`src/rtl/btn_step_req_pkg.sv`:
```
// Shared encodings for the single-step button request path.
// The clock controller decodes BTN_OK with the same button constants.
package btn_step_req_pkg;

  localparam int NBTN = 4;

  typedef enum logic [2:0] {
    S_IDLE     = 3'd0,
    S_PRESS_DB = 3'd1,
    S_READY    = 3'd2,
    S_REL_WAIT = 3'd3,
    S_REL_DB   = 3'd4
  } state_e;

  localparam logic [NBTN-1:0] BTN_NONE = 4'b0000;
  localparam logic [NBTN-1:0] BTN_1    = 4'b0001;
  localparam logic [NBTN-1:0] BTN_2    = 4'b0010;
  localparam logic [NBTN-1:0] BTN_3    = 4'b0100;
  localparam logic [NBTN-1:0] BTN_4    = 4'b1000;

  // Isolate the lowest set bit; bit 0 wins on simultaneous presses.
  function automatic logic [NBTN-1:0] lsb_onehot(
    input logic [NBTN-1:0] v
  );
    return v & (~v + NBTN'(1));
  endfunction

endpackage

```
`src/rtl/btn_step_req_debounce_cnt.sv`:
```
// Button synchroniser plus saturating stability counter.
// cnt counts edges on which the synchronised level did not change.
module debounce_cnt
  import btn_step_req_pkg::*;
#(
  parameter int DB_CYCLES = 1_000_000,
  parameter int CNT_W     = 20
) (
  input  logic            clk,
  input  logic            rst,
  input  logic [NBTN-1:0] btn_in,
  output logic [NBTN-1:0] btn_s,
  output logic            stable
);

  localparam logic [CNT_W-1:0] CntMax = CNT_W'(DB_CYCLES);

  logic [NBTN-1:0]  s1_q;
  logic [NBTN-1:0]  s2_q;
  logic [CNT_W-1:0] cnt_q;
  logic [CNT_W-1:0] cnt_d;

  // s1_q is next cycle's btn_s, so a change clears cnt as btn_s moves.
  always_comb begin
    cnt_d = cnt_q;
    if (s1_q != s2_q) begin
      cnt_d = '0;
    end else if (cnt_q != CntMax) begin
      cnt_d = cnt_q + CNT_W'(1);
    end
  end

  always_ff @(posedge clk or posedge rst) begin
    if (rst) begin
      s1_q  <= '0;
      s2_q  <= '0;
      cnt_q <= '0;
    end else begin
      s1_q  <= btn_in;
      s2_q  <= s1_q;
      cnt_q <= cnt_d;
    end
  end

  assign btn_s  = s2_q;
  assign stable = (cnt_q == CntMax);

endmodule

```
`src/rtl/btn_step_req.sv`:
```
// Debounced one-hot button request with keyReady/readn handshake.
// Rearms only after every button has been stably released.
module btn_step_req
  import btn_step_req_pkg::*;
#(
  parameter int DB_CYCLES = 1_000_000,
  parameter int CNT_W     = 20
) (
  input  logic            clk,
  input  logic            rst,
  input  logic [NBTN-1:0] btn_in,
  input  logic            readn,
  output logic            keyReady,
  output logic [NBTN-1:0] BTN_OK
);

  logic [NBTN-1:0] btn_s;
  logic            stable;

  state_e          state_q;
  logic            key_ready_q;
  logic [NBTN-1:0] btn_ok_q;

  debounce_cnt #(
    .DB_CYCLES(DB_CYCLES),
    .CNT_W    (CNT_W)
  ) u_db (
    .clk   (clk),
    .rst   (rst),
    .btn_in(btn_in),
    .btn_s (btn_s),
    .stable(stable)
  );

  always_ff @(posedge clk or posedge rst) begin
    if (rst) begin
      state_q     <= S_IDLE;
      key_ready_q <= 1'b0;
      btn_ok_q    <= BTN_NONE;
    end else begin
      unique case (state_q)
        S_IDLE: begin
          if (btn_s != BTN_NONE) state_q <= S_PRESS_DB;
        end
        S_PRESS_DB: begin
          if (btn_s == BTN_NONE) begin
            state_q <= S_IDLE;
          end else if (stable) begin
            key_ready_q <= 1'b1;
            btn_ok_q    <= lsb_onehot(btn_s);
            state_q     <= S_READY;
          end
        end
        S_READY: begin
          // X on readn compares false and is ignored.
          if (readn == 1'b0) begin
            key_ready_q <= 1'b0;
            btn_ok_q    <= BTN_NONE;
            state_q     <= S_REL_WAIT;
          end
        end
        S_REL_WAIT: begin
          if (btn_s == BTN_NONE) state_q <= S_REL_DB;
        end
        S_REL_DB: begin
          if (btn_s != BTN_NONE) begin
            state_q <= S_REL_WAIT;
          end else if (stable) begin
            state_q <= S_IDLE;
          end
        end
        default: begin
          state_q     <= S_IDLE;
          key_ready_q <= 1'b0;
          btn_ok_q    <= BTN_NONE;
        end
      endcase
    end
  end

  assign keyReady = key_ready_q;
  assign BTN_OK   = btn_ok_q;

endmodule

```
`config.mk`:
```
export PLATFORM = sky130hd
export DESIGN_NAME = btn_step_req
export DESIGN_NICKNAME = d
export VERILOG_FILES = /design/src/rtl/btn_step_req_pkg.sv /design/src/rtl/btn_step_req_debounce_cnt.sv /design/src/rtl/btn_step_req.sv
export SDC_FILE = /design/constraint.sdc
export NUM_CORES = 1
export LEC_CHECK = 0
export CAP_MARGIN = 25
export CELL_PAD_IN_SITES_DETAIL_PLACEMENT = 0
export CELL_PAD_IN_SITES_GLOBAL_PLACEMENT = 2
export CORE_MARGIN = 4
export CORE_UTILIZATION = 30
export DETAILED_ROUTE_END_ITERATION = 10
export GPL_ROUTABILITY_DRIVEN = 0
export HOLD_SLACK_MARGIN = 0.03
export PLACE_DENSITY_LB_ADDON = 0.1
export SLEW_MARGIN = 15
export SYNTH_ARGS = -nofsm -noshare
export SYNTH_HDL_FRONTEND = slang
export SYNTH_SLANG_ARGS = --single-unit
```
`constraint.sdc`:
```
create_clock -name clk -period 2.3 [get_ports clk]
set_input_delay 0.345 -clock clk [delete_from_list [all_inputs] [get_ports clk]]
set_output_delay 0.345 -clock clk [all_outputs]
set_load 0.02 [all_outputs]
```
==> reports/metrics.sh, run 1 <==
DIE-AREA_SQ_MM=0.00736
CRIT_PATH_END='u_db.cnt_q[16]'
SYNTH_NETS=194
CAP_VIOLATIONS=0
ENDPOINT_KIND='flip-flop'
MAX_SLEW.WORST_PIN.SLEW_PS=475
LAYOUT-DRIVE-GT1-SHARE=0.0927
SETUP.WORST_PATH.START_CLASS='flip-flop'
GRTUSAGETOTAL=0.120
UNREPAIRED_SETUP_ENDPOINTS_AFTER_GLOBAL_ROUTING='false'
REG2REGPATHDEPTH=5
CRITICAL_PATH_CLASS='flip-flop to flip-flop'
GRT_ANTENNA_BEFORE_REPAIR=0
FLOORPLAN.IO_PINS=12
NET-SWITCHING-POWER_W=0.000318
DRT_PRE_ANTENNA_ITERS=4
CLOCK-SINKS=36
SYNTHTOPCELLSBYAREA='sky130_fd_sc_hd__dfrtp_1 50%, sky130_fd_sc_hd__xnor2_1 5.8%, sky130_fd_sc_hd__nor2_1 3.7%'
POSTSYNTHREGISTERBITS=36
FIRST_GLOBAL_VIAS=1395
REG2REG_SLACK_PS=180
DRCVIOLATIONCOUNT=0
QUANTITY_OF_I_O_BUFFERS_INSERTED_ON_PORTS=11
LAYOUT.CELL_AREA.NON_FILLER_SQ_MM=0.00220
NUMBER_OF_LEVELS_THE_H_TREE_WAS_SPLIT_INTO=2
DIODES=0
HEIGHT_OF_THE_CHIP_UM=85.8
POSTCTSSETUPREPAIRBUFS=0
DESIGN.CORE.AREA_SQ_MM=0.00589
FLOORPLAN.INITIALDENSITY=0.308
CLKTRANSATPATHREGS_PS=70
POST_CTS_RESIZE_COUNT=0
YS.WARNINGS.COUNT=0
FINAL_MAX_SLEW_VIOL_COUNT=0
CRITICAL_PATH_REQUIRED_PS=2510
POWER_LEAKAGE_nW=0.834
STATUS='completed'
HOLD_FIX_BUFFERS_AT_CTS=0
ANT_NETS=0
CLK-INSERTION-DELAY-LATE_PS=290
SEQUENTIAL_FRACTION_OF_THE_SYNTHESIS_AREA=0.497
POWER.SWITCHING_FRACTION=0.203
TIMING_STARTPOINT_OF_THE_CRITICAL_PATH='u_db.cnt_q[1]'
PWR-SHARE-SEQ=0.429
FIN_WORST_SKEW_PS=6.52
SYNTH_AREA_PER_CELL_SQ_UM=9.81
POWER.DENSITY_CELL_AREA_mW_PER_MM2=711
MAX_FREQUENCY_MHz=472
REGTOREGSTARTPOINT='u_db.cnt_q[1]'
WL_PER_CELL_UM=14.1
GRT_PASS1_WL_UM=6890
DR.FIRST_ITER.DRC_COUNT=74
HOLD_VIO_CNT_FINAL=0
DIE_X_UM=85.8
POST-ROUTE-PERIOD-UTIL=0.922
WORST_EP_ARRIVAL_TIME_PS=2330
VIA_DENSITY_PER_INSTANCE=5.10
SYNTH_TOP_AREA_CELL='sky130_fd_sc_hd__dfrtp_1'
ROUTE.VIAS.TOTAL=1428
SYNTH_AREA_SQ_MM=0.00181
CTS_INSERTED_BUFFERS=5
GR_OVERFLOW_TOTAL=0
CRITICAL_PATH.MAX_FANOUT=7
SHARE_CLK_OF_TOTAL_POWER=0.499
REPORT.FINAL.SETUP_VIOL=0
YOSYSTOPAREACELLSHARE=0.497
CTS_BUFFER_DEPTH=2
DETAILED_PLACE_HPWL_UM=2850
PIN_COUNT_OF_THE_BIGGEST_NET_ENTERING_GLOBAL_ROUTING=37
MAX-VDD-IR-DROP_uV=261
POST_SYNTH_INST_COUNT=185
FINAL_NET_COUNT=213
POWER_SHARE_OF_THE_COMBINATIONAL_GROUP=0.073
SLEW_HEADROOM=0.683
POST_SYNTH_NUM_CELL_TYPES=40
LAYOUT-AREA-OVERHEAD-VS-SYNTH_PCT=21.4
TIMING.RR.END='u_db.cnt_q[16]'
CTS.ROOT.BUFFER_CELL='sky130_fd_sc_hd__clkbuf_8'
POWER_REPORT.INTERNAL_TOTAL_W=0.00125
FINALSETUPTNS_PS=0
PLACEMENT.CELL_AREA_SQ_MM=0.00204
TOTALWIRELENGTH_UM=3940
LAYOUT_MIN_CYCLE_TIME_PS=2120
HOLDCRITPATHCLASS='flip-flop to flip-flop'
CTS_TREE='built'
STD_CELL_ROWS=28
-- worst max-delay path, stage by stage (launching register included) --
cell                      delay, ps
sky130_fd_sc_hd__dfrtp_1        450
sky130_fd_sc_hd__ha_1           240
sky130_fd_sc_hd__nand3_2        170
sky130_fd_sc_hd__or4_1          650
sky130_fd_sc_hd__or3_1          390
sky130_fd_sc_hd__a21oi_1        150
-- synth_stat cells (all sizes together) --
library cell / number
a31oi: 1
nand4: 5
o2111a: 1
a32oi: 1
and2: 1
or2b: 1
inv: 8
nand2: 14
or4: 5
dfrtp: 36
nor4bb: 1
nor4b: 1
and3: 1
a211oi: 1
o41ai: 2
nand3: 12
or4bb: 1
nor2: 18
clkbuf: 5
xnor2: 12
nand3b: 3
nor2b: 1
nand2b: 1
xor2: 2
o21ai: 11
a21oi: 9
or3: 6
ha: 2
o31ai: 2
o22ai: 2
mux2i: 4
nand4bb: 1
and4: 2
nor3b: 1
nor3: 7
nor4: 4
-- cells by family (layout without fill, tap and decap cells) --
kind of cell | after synthesis | count (layout) | synth area share
adders and majority gates | 2 | 2 | 0.0138
xor gates and xnor gates | 14 | 14 | 0.0676
DFF | 36 | 36 | 0.497
and+or+nand+nor | 86 | 86 | 0.274
muxes | 4 | 4 | 0.0221
buffers and inverters | 13 | 33 | 0.0269
AOI/OAI and AO/OA | 30 | 30 | 0.0986
-- per-layer routing --
layer	routed length, um	global-route usage
met1	2050	0.170
met2	1750	0.174
met3	98	0.0317
met4	47	0.0432
met5	0	0
-- placed cells by master, fill, tap and decap left out, types with 3 or more instances in the layout --
cell | netlist | final
sky130_fd_sc_hd__buf_4 | 0 | 6
sky130_fd_sc_hd__dfrtp_1 | 36 | 36
sky130_fd_sc_hd__nand4_1 | 4 | 4
sky130_fd_sc_hd__a21oi_1 | 9 | 9
sky130_fd_sc_hd__o21ai_0 | 11 | 11
sky130_fd_sc_hd__clkbuf_8 | 0 | 5
sky130_fd_sc_hd__nor2_1 | 18 | 18
sky130_fd_sc_hd__inv_1 | 8 | 8
sky130_fd_sc_hd__mux2i_1 | 4 | 4
sky130_fd_sc_hd__nand3b_1 | 3 | 3
sky130_fd_sc_hd__nand2_1 | 14 | 14
sky130_fd_sc_hd__clkdlybuf4s50_1 | 0 | 11
sky130_fd_sc_hd__or4_1 | 4 | 4
sky130_fd_sc_hd__nor4_1 | 4 | 4
sky130_fd_sc_hd__or3_1 | 5 | 5
sky130_fd_sc_hd__xnor2_1 | 12 | 12
sky130_fd_sc_hd__bufinv_16 | 0 | 3
sky130_fd_sc_hd__nor3_1 | 7 | 7
sky130_fd_sc_hd__nand3_1 | 10 | 10
-- metrics by stage --
stage	setup slack [ps]	std cells	utilization	power, W	hold slack, ps
finish	181	280	0.374	0.00157	396
detailed placement	186	272	0.347	0.000802	384
global route	30.7	280	0.374	0.00163	411
global placement	269	272	0.347	0.000799	379
CTS	166	280	0.374	0.00160	403
floorplan	387	185	-	0.000744	373
-- layout make-up --
class / instances / area [sq um]
Clock buffer: 5 / 68.8
Tap cell: 75 / 93.8
Sequential cell: 36 / 901
Multi-Input combinational cell: 136 / 865
Inverter: 8 / 30.0
Clock inverter: 3 / 90.1
Timing Repair Buffer: 17 / 155
Fill cell: 603 / 3680
-- worst min path at each step --
stage	start	to	slack (ps)	cells past startpoint
detailed placement	u_db.s1_q[3]	u_db.btn_s[3]	380	0
CTS	u_db.s1_q[3]	u_db.btn_s[3]	400	0
global route	u_db.s1_q[1]	u_db.btn_s[1]	410	0
global placement	u_db.s1_q[1]	u_db.btn_s[1]	380	0
finish	u_db.s1_q[3]	u_db.btn_s[3]	400	0
floorplan	u_db.s1_q[0]	u_db.btn_s[0]	370	0
-- registers in the layout (all words and copies together) (netlist names) --
name,cells
keyReady,1
BTN_OK,4
u_db.btn_s,4
u_db.s1_q,4
u_db.cnt_q,20
state_q,3
-- power by group through the flow --
stage	Combinational [W]	Clock, W	Sequential [W]
final	0.000114	0.000782	0.000672
after global routing	0.000127	0.000833	0.000674
after CTS	0.000118	0.000806	0.000672
after detailed placement	0.000117	0	0.000685
after global placement	0.000116	0	0.000684
after floorplan	0.0000450	0	0.000699
Note: power is estimated with default switching activity, not from simulation.
==> run 2, diff against run 1 <==
ABC_AREA = 1   (was not set)
==> reports/metrics.sh, run 2 <==
CTS_TREE='built'
FIRST_GLOBAL_VIAS=1639  # +17%
REGTOREGSTARTPOINT='u_db.cnt_q[0]'
ROUTE.VIAS.TOTAL=1616  # +13%
SYNTH_TOP_AREA_CELL='sky130_fd_sc_hd__dfrtp_1'
DIE-AREA_SQ_MM=0.00796  # +8.2%
HOLD_FIX_BUFFERS_AT_CTS=0  # unchanged
HOLDCRITPATHCLASS='flip-flop to flip-flop'
TIMING.RR.END='BTN_OK[0]'
PIN_COUNT_OF_THE_BIGGEST_NET_ENTERING_GLOBAL_ROUTING=37  # unchanged
HOLD_VIO_CNT_FINAL=0  # unchanged
LAYOUT_MIN_CYCLE_TIME_PS=1620  # -501 ps
LAYOUT-DRIVE-GT1-SHARE=0.109  # +0.0160
FIN_WORST_SKEW_PS=6.18  # -0.340 ps
FLOORPLAN.IO_PINS=12  # unchanged
HEIGHT_OF_THE_CHIP_UM=89.2  # +4.0%
GRT_ANTENNA_BEFORE_REPAIR=0  # unchanged
FLOORPLAN.INITIALDENSITY=0.310  # +0.00151
REG2REGPATHDEPTH=9  # +4
UNREPAIRED_SETUP_ENDPOINTS_AFTER_GLOBAL_ROUTING='false'
POWER_SHARE_OF_THE_COMBINATIONAL_GROUP=0.236  # +0.163
SYNTH-EDFF-COUNT=0  # unchanged
SYNTH_AREA_PER_CELL_SQ_UM=7.70  # -22%
VIA_DENSITY_PER_INSTANCE=4.58  # -10%
DETAILED_PLACE_HPWL_UM=3460  # +21%
CAP_VIOLATIONS=0  # unchanged
ENDPOINT_KIND='flip-flop'
SYNTH_NETS=266  # +37%
SYNTH_MOST_COMMON_CELL='sky130_fd_sc_hd__nand2_1'
SYNTHTOPCELLSBYAREA='sky130_fd_sc_hd__dfrtp_1 46%, sky130_fd_sc_hd__nand2_1 12%, sky130_fd_sc_hd__nor2_1 7.2%'
MAX_FREQUENCY_MHz=618  # +31%
POST_SYNTH_INST_COUNT=257  # +39%
MAX-VDD-IR-DROP_uV=390  # +49%
DIE_X_UM=89.2  # +4.0%
DR.FIRST_ITER.DRC_COUNT=48  # -35%
CTS_INSERTED_BUFFERS=5  # unchanged
CLKTRANSATPATHREGS_PS=80  # about the same
GR_OVERFLOW_TOTAL=0  # unchanged
STD_CELL_ROWS=29  # +3.6%
CRITICAL_PATH.MAX_FANOUT=6  # -1
FINAL_CRITICAL_PATH_SETUP_SLACK_PS=681  # +501 ps
NUMBER_OF_LEVELS_THE_H_TREE_WAS_SPLIT_INTO=2  # unchanged
PWR-SHARE-SEQ=0.460  # +0.031
DRT_PRE_ANTENNA_ITERS=4  # unchanged
POWER.SWITCHING_FRACTION=0.351  # +0.148
MAX_SLEW.WORST_PIN.SLEW_PS=486  # +11.5 ps
POST-ROUTE-PERIOD-UTIL=0.704  # -0.218
POWER_REPORT.INTERNAL_TOTAL_W=0.00100  # -20%
CRITICAL_PATH_CLASS='flip-flop to flip-flop'
FINALPOWER_W=0.00155  # -1.4%
WORST_EP_ARRIVAL_TIME_PS=1800  # -530 ps
STATUS='completed'
CTS.ROOT.BUFFER_CELL='sky130_fd_sc_hd__clkbuf_8'
REPORT.FINAL.SETUP_VIOL=0  # unchanged
SHARE_CLK_OF_TOTAL_POWER=0.304  # -0.195
SYNTH_ASYNC_SR_FLOP_SHARE=1.00  # unchanged
SYNTH_AREA_SQ_MM=0.00198  # +9.0%
FINALSETUPTNS_PS=0  # unchanged
PLACE_WORST_SETUP_SLACK_PS=675  # +489 ps
YS_DOMINANT_REG_CELL='sky130_fd_sc_hd__dfrtp_1'
MOSTFREQUENTLAYOUTCELL='sky130_fd_sc_hd__nand2_1'
REG2REG_SLACK_PS=680  # +500 ps
POSTCTSSETUPREPAIRBUFS=0  # unchanged
QUANTITY_OF_I_O_BUFFERS_INSERTED_ON_PORTS=11  # unchanged
GRT_PASS1_WL_UM=7980  # +16%
POST_CTS_RESIZE_COUNT=0  # unchanged
DESIGN.CORE.AREA_SQ_MM=0.00639  # +8.5%
FINAL_NET_COUNT=284  # +33%
LAYOUT-AREA-OVERHEAD-VS-SYNTH_PCT=14.9
SLEW_HEADROOM=0.676  # -0.00764
CLK-INSERTION-DELAY-LATE_PS=290  # about the same
POWER.DENSITY_CELL_AREA_mW_PER_MM2=680  # -4.4%
POSTSYNTHREGISTERBITS=36  # unchanged
GRTUSAGETOTAL=0.131  # +0.0117
TIMING_STARTPOINT_OF_THE_CRITICAL_PATH='u_db.cnt_q[0]'
YOSYSTOPAREACELLSHARE=0.455  # -0.0411
WL_PER_CELL_UM=13.1  # -6.8%
SETUP.WORST_PATH.START_CLASS='flip-flop'
NET-SWITCHING-POWER_W=0.000542  # +71%
CRIT_PATH_END='BTN_OK[0]'
CLOCK-SINKS=36  # unchanged
REGMOSTFLOPS='u_db.cnt_q'
CRITICAL_PATH_REQUIRED_PS=2480  # -30 ps
POWER_LEAKAGE_nW=1.05  # +25%
LARGEST_REGISTER_FF_COUNT=20  # unchanged
DIODES=0  # unchanged
POST_SYNTH_NUM_CELL_TYPES=26  # -35%
TOTALWIRELENGTH_UM=4630  # +17%
YOSYS-TOP-CELLS-COUNT='62 x sky130_fd_sc_hd__nand2_1, 38 x sky130_fd_sc_hd__nor2_1, 36 x sky130_fd_sc_hd__dfrtp_1'
DRCVIOLATIONCOUNT=0  # unchanged
YS.WARNINGS.COUNT=0  # unchanged
FINAL_MAX_SLEW_VIOL_COUNT=0  # unchanged
ANT_NETS=0  # unchanged
SEQUENTIAL_FRACTION_OF_THE_SYNTHESIS_AREA=0.455  # -0.0411
MOST-COMMON-LAYOUT-CELLS='62 x sky130_fd_sc_hd__nand2_1, 38 x sky130_fd_sc_hd__nor2_1, 36 x sky130_fd_sc_hd__dfrtp_1, 30 x sky130_fd_sc_hd__inv_1, 19 x sky130_fd_sc_hd__nand3_1'
CTS_BUFFER_DEPTH=2  # unchanged
run 2: cell count changes in the layout (fill, tap and decap cells not counted), sizes merged, moves of 7 or more:
cell and change:
xnor2 -10, inv +26, nand3 +11, nor2 +25
nand4 +7, nand2 +54
run 2: worst max-delay path, cell delays in order, from the launching register on:
cell and delay, ps:
sky130_fd_sc_hd__dfrtp_1 450, sky130_fd_sc_hd__inv_1 110, sky130_fd_sc_hd__ha_1 180, sky130_fd_sc_hd__nand3_1 80
sky130_fd_sc_hd__nor2_1 150, sky130_fd_sc_hd__nand3_2 180, sky130_fd_sc_hd__nand2_1 110, sky130_fd_sc_hd__nand3_2 120
sky130_fd_sc_hd__nand2_1 90, sky130_fd_sc_hd__nand2_1 40
run 2: worst min-delay path by stage:
stage	start	endpoint	slack [ps]	cells after the start
floorplan	u_db.s1_q[0]	u_db.btn_s[0]	370	0
global placement	u_db.s1_q[3]	u_db.btn_s[3]	380	0
detailed placement	u_db.s1_q[1]	u_db.btn_s[1]	380	0
CTS	u_db.s1_q[3]	u_db.btn_s[3]	400	0
global route	u_db.s1_q[3]	u_db.btn_s[3]	410	0
finish	u_db.s1_q[1]	u_db.btn_s[1]	400	0
run 2: through the flow:
step	instances	util	hold WS [ps]	area, sq um
CTS	353	0.356	400	2270
floorplan	257	-	372	1980
global placement	345	0.341	378	2180
detailed placement	345	0.341	383	2180
finish	353	0.356	400	2270
global route	353	0.356	412	2270
run 2: cell families (layout without fill, tap and decap cells):
kind of cell               Yosys count  in the layout  share of synthesized area
buffers and inverters               35             54                     0.0702
and+or+nand+nor                    157            157                      0.378
xor gates and xnor gates             7              7                     0.0310
AOI/OAI and AO/OA                   20             20                     0.0525
adders and majority gates            2              2                     0.0126
DFF                                 36             36                      0.455
run 2: power by group through the flow:
stage / Clock [W] / Sequential [W] / Combinational (W)
2_1_floorplan: 0 / 0.000715 / 0.000287
3_3_place_gp: 0 / 0.000723 / 0.000380
3_5_place_dp: 0 / 0.000725 / 0.000371
4_1_cts: 0.000497 / 0.000712 / 0.000373
5_1_grt: 0.000523 / 0.000718 / 0.000433
6_report: 0.000470 / 0.000711 / 0.000365
run 2: layout make-up:
cell class	count	area [sq um]
clock buffers	5	68.8
fillers	701	4110
flip-flops and latches	36	901
inverters	34	128
well taps	77	96.3
repair buffers	12	118
clock inverters	3	23.8
multi-input cells	186	938
run 2: metal layers:
| metal | vias up | routed length, um | track usage | part of all wire |
|---|---|---|---|---|
| met1 | 732 | 2530 | 0.192 | 0.55 |
| met3 | 2 | 112 | 0.0304 | 0.024 |
| met5 | - | 0 | 0 | 0 |
| met2 | 16 | 1950 | 0.192 | 0.42 |
| met4 | 0 | 31 | 0.0406 | 0.0067 |
| li1 | 866 | - | - | - |
==> run 3, diff against run 2 <==
clock period = 1.6 ns   (was 2.3 ns; I/O delays follow)
==> reports/metrics.sh, run 3 (same netlist as run 2, synthesis figures left out) <==
PWR-SHARE-SEQ=0.411  # -0.049
FIN_WORST_SKEW_PS=5.91  # -0.275 ps
CTS_INSERTED_BUFFERS=5  # unchanged
ENDPOINT_KIND='flip-flop'
DETAILED_PLACE_HPWL_UM=3560  # +2.9%
LAYOUT-DRIVE-GT1-SHARE=0.175  # +0.0666
CLOCK-SINKS=36  # unchanged
WL_PER_CELL_UM=12.7  # -2.9%
GR_OVERFLOW_TOTAL=0  # unchanged
TOTALWIRELENGTH_UM=4690  # +1.3%
MOST-COMMON-LAYOUT-CELLS='62 x sky130_fd_sc_hd__nand2_1, 36 x sky130_fd_sc_hd__dfrtp_1, 35 x sky130_fd_sc_hd__nor2_1, 29 x sky130_fd_sc_hd__inv_1, 18 x sky130_fd_sc_hd__nand3_1'
POWER.SWITCHING_FRACTION=0.320  # -0.0303
GRT_ANTENNA_BEFORE_REPAIR=0  # unchanged
CRITPATHBUFINV=1  # unchanged
FINAL_UTIL=0.381  # +0.0249
CRITICAL_PATH_REQUIRED_PS=1780  # -700 ps
FINAL_CELL_COUNT_NO_FILL=368  # +4.2%
STD_CELL_ROWS=29  # unchanged
CTS.ROOT.BUFFER_CELL='sky130_fd_sc_hd__clkbuf_8'
CRIT_PATH_MAX_INCR_DELAY_PS=420  # -30 ps
GRT_PASS1_WL_UM=8150  # +2.1%
DPL.CELL_COUNT=357  # +3.5%
DIODES=0  # unchanged
LAYOUT.CELL_AREA.NON_FILLER_SQ_MM=0.00243  # +7.0%
DIE_X_UM=89.2  # unchanged
TIMING.CRITICAL_PATH.MODE_CELL='sky130_fd_sc_hd__nand2_1'
CTS_BUFFER_DEPTH=2  # unchanged
MAX-VDD-IR-DROP_uV=748  # +92%
CLK-INSERTION-DELAY-LATE_PS=290  # about the same
PIN_COUNT_OF_THE_BIGGEST_NET_ENTERING_GLOBAL_ROUTING=37  # unchanged
CPMAXSTAGEDELAYCELL='sky130_fd_sc_hd__dfrtp_1'
CTS_TREE='built'
NUMBER_OF_LEVELS_THE_H_TREE_WAS_SPLIT_INTO=2  # unchanged
STATUS='completed'
POWER.DENSITY_CELL_AREA_mW_PER_MM2=1010  # +48%
HOLD_VIO_CNT_FINAL=0  # unchanged
DRCVIOLATIONCOUNT=0  # unchanged
PATH_CELLS='inv_1, ha_2, nand3_1, nor2_2, nand3_2, nand2_1, nand3_2, nand2_1, nand2_1'
UNREPAIRED_SETUP_ENDPOINTS_AFTER_GLOBAL_ROUTING='true'
CAP_VIOLATIONS=0  # unchanged
MAX_FREQUENCY_MHz=669  # +8.3%
POST-ROUTE-PERIOD-UTIL=0.935  # +0.231
FINAL_MAX_SLEW_VIOL_COUNT=0  # unchanged
FLOORPLAN.IO_PINS=12  # unchanged
HEIGHT_OF_THE_CHIP_UM=89.2  # unchanged
FINAL_NET_COUNT=299  # +5.3%
NET-SWITCHING-POWER_W=0.000784  # +45%
HOLDCRITPATHCLASS='primary input to async pin'
SETUP.WORST_PATH.START_CLASS='flip-flop'
WORST_EP_ARRIVAL_TIME_PS=1680  # -120 ps
CRITICAL_PATH.MAX_FANOUT=5  # -1
LAYOUT-AREA-OVERHEAD-VS-SYNTH_PCT=23.0
CRITICAL_PATH.TOP_DELAY_FAMILY='simple AND/OR/NAND/NOR gates'
ROUTE.VIAS.TOTAL=1667  # +3.2%
DESIGN.CORE.AREA_SQ_MM=0.00639  # unchanged
POWER_LEAKAGE_nW=1.14  # +8.6%
REGMOSTFLOPS='u_db.cnt_q'
DIE-AREA_SQ_MM=0.00796  # unchanged
FINALSETUPTNS_PS=0  # unchanged
CRITICAL_PATH_CLASS='flip-flop to flip-flop'
GRTUSAGETOTAL=0.134  # +0.00272
PLACEMENT.CELL_AREA_SQ_MM=0.00228  # +4.7%
ANT_NETS=0  # unchanged
MAX_SLEW.WORST_PIN.SLEW_PS=275  # -211 ps
FLOORPLAN.INITIALDENSITY=0.310  # unchanged
DR.FIRST_ITER.DRC_COUNT=51  # +6.3%
MOSTFREQUENTLAYOUTCELL='sky130_fd_sc_hd__nand2_1'
QUANTITY_OF_I_O_BUFFERS_INSERTED_ON_PORTS=11  # unchanged
FIRST_GLOBAL_VIAS=1652  # +0.79%
HOLD_FIX_BUFFERS_AT_CTS=0  # unchanged
REPORT.FINAL.SETUP_VIOL=0  # unchanged
SLEW_HEADROOM=0.815  # +0.139
VIA_DENSITY_PER_INSTANCE=4.53  # -1.0%
POWER_SHARE_OF_THE_COMBINATIONAL_GROUP=0.255  # +0.019
POWER_REPORT.INTERNAL_TOTAL_W=0.00166  # +66%
DRT_PRE_ANTENNA_ITERS=4  # unchanged
CLKTRANSATPATHREGS_PS=80  # about the same
LAYOUT_MIN_CYCLE_TIME_PS=1500  # -124 ps
SHARE_CLK_OF_TOTAL_POWER=0.334  # +0.030
LARGEST_REGISTER_FF_COUNT=20  # unchanged
run 3: final timing paths:
kind | start | to | slack (ps) | cells after the start
worst max register to register | u_db.cnt_q[1] | BTN_OK[3] | 100 | 9
max in group asynchronous | rst | state_q[0] | 1120 | 3
min in group clk | btn_in[0] | u_db.s1_q[0] | 380 | 1
worst min-delay path | rst | u_db.s1_q[2] | 300 | 3
worst min register to register | u_db.s1_q[0] | u_db.btn_s[0] | 390 | 0
worst max-delay path | u_db.cnt_q[1] | BTN_OK[3] | 100 | 9
run 3: power by group through the flow:
stage          Clock, W  Combinational [W]  Sequential (W)
2_1_floorplan         0           0.000413         0.00103
3_3_place_gp          0           0.000632         0.00102
3_5_place_dp          0           0.000620         0.00102
4_1_cts        0.000858           0.000625         0.00101
5_1_grt        0.000895           0.000724         0.00102
6_report       0.000817           0.000625         0.00101
run 3: per-layer routing:
layer | GRT usage | vias to the layer above | routed length, um
met5 | 0 | - | 0
met4 | 0.0365 | 0 | 53
met3 | 0.0332 | 5 | 103
met2 | 0.190 | 9 | 1970
met1 | 0.201 | 761 | 2560
li1 | - | 892 | -
run 3: worst reg2reg max path, cell delays in order, from the launching register on:
cell and delay [ps]:
sky130_fd_sc_hd__dfrtp_1 420, sky130_fd_sc_hd__inv_1 100, sky130_fd_sc_hd__ha_2 180, sky130_fd_sc_hd__nand3_1 90, sky130_fd_sc_hd__nor2_2 130, sky130_fd_sc_hd__nand3_2 120, sky130_fd_sc_hd__nand2_1 100, sky130_fd_sc_hd__nand3_2 110
sky130_fd_sc_hd__nand2_1 90, sky130_fd_sc_hd__nand2_1 40
run 3: repair_timing:
action / CTS / global route
hold endpoints to repair: 0 / 0
setup endpoints to repair: 0 / 9
resized for setup: 0 / 6
buffers inserted: 0 / 3
run 3: stage by stage:
stage / setup WS [ps] / power, W / hold slack, ps
after CTS: 18.8 / 0.00249 / 298
after global routing: -35.3 / 0.00263 / 319
final: 105 / 0.00245 / 300
after global placement: 48.5 / 0.00166 / 377
after detailed placement: 43.7 / 0.00164 / 377
after floorplan: 219 / 0.00144 / 271
run 3: cell type report:
cell class                      instances  area (sq um)
Inverter                               34           128
Clock inverter                          3          42.5
Timing Repair Buffer                   27           243
Clock buffer                            5          68.8
Fill cell                             693          3950
Sequential cell                        36           901
Multi-Input combinational cell        186           953
Tap cell                               77          96.3
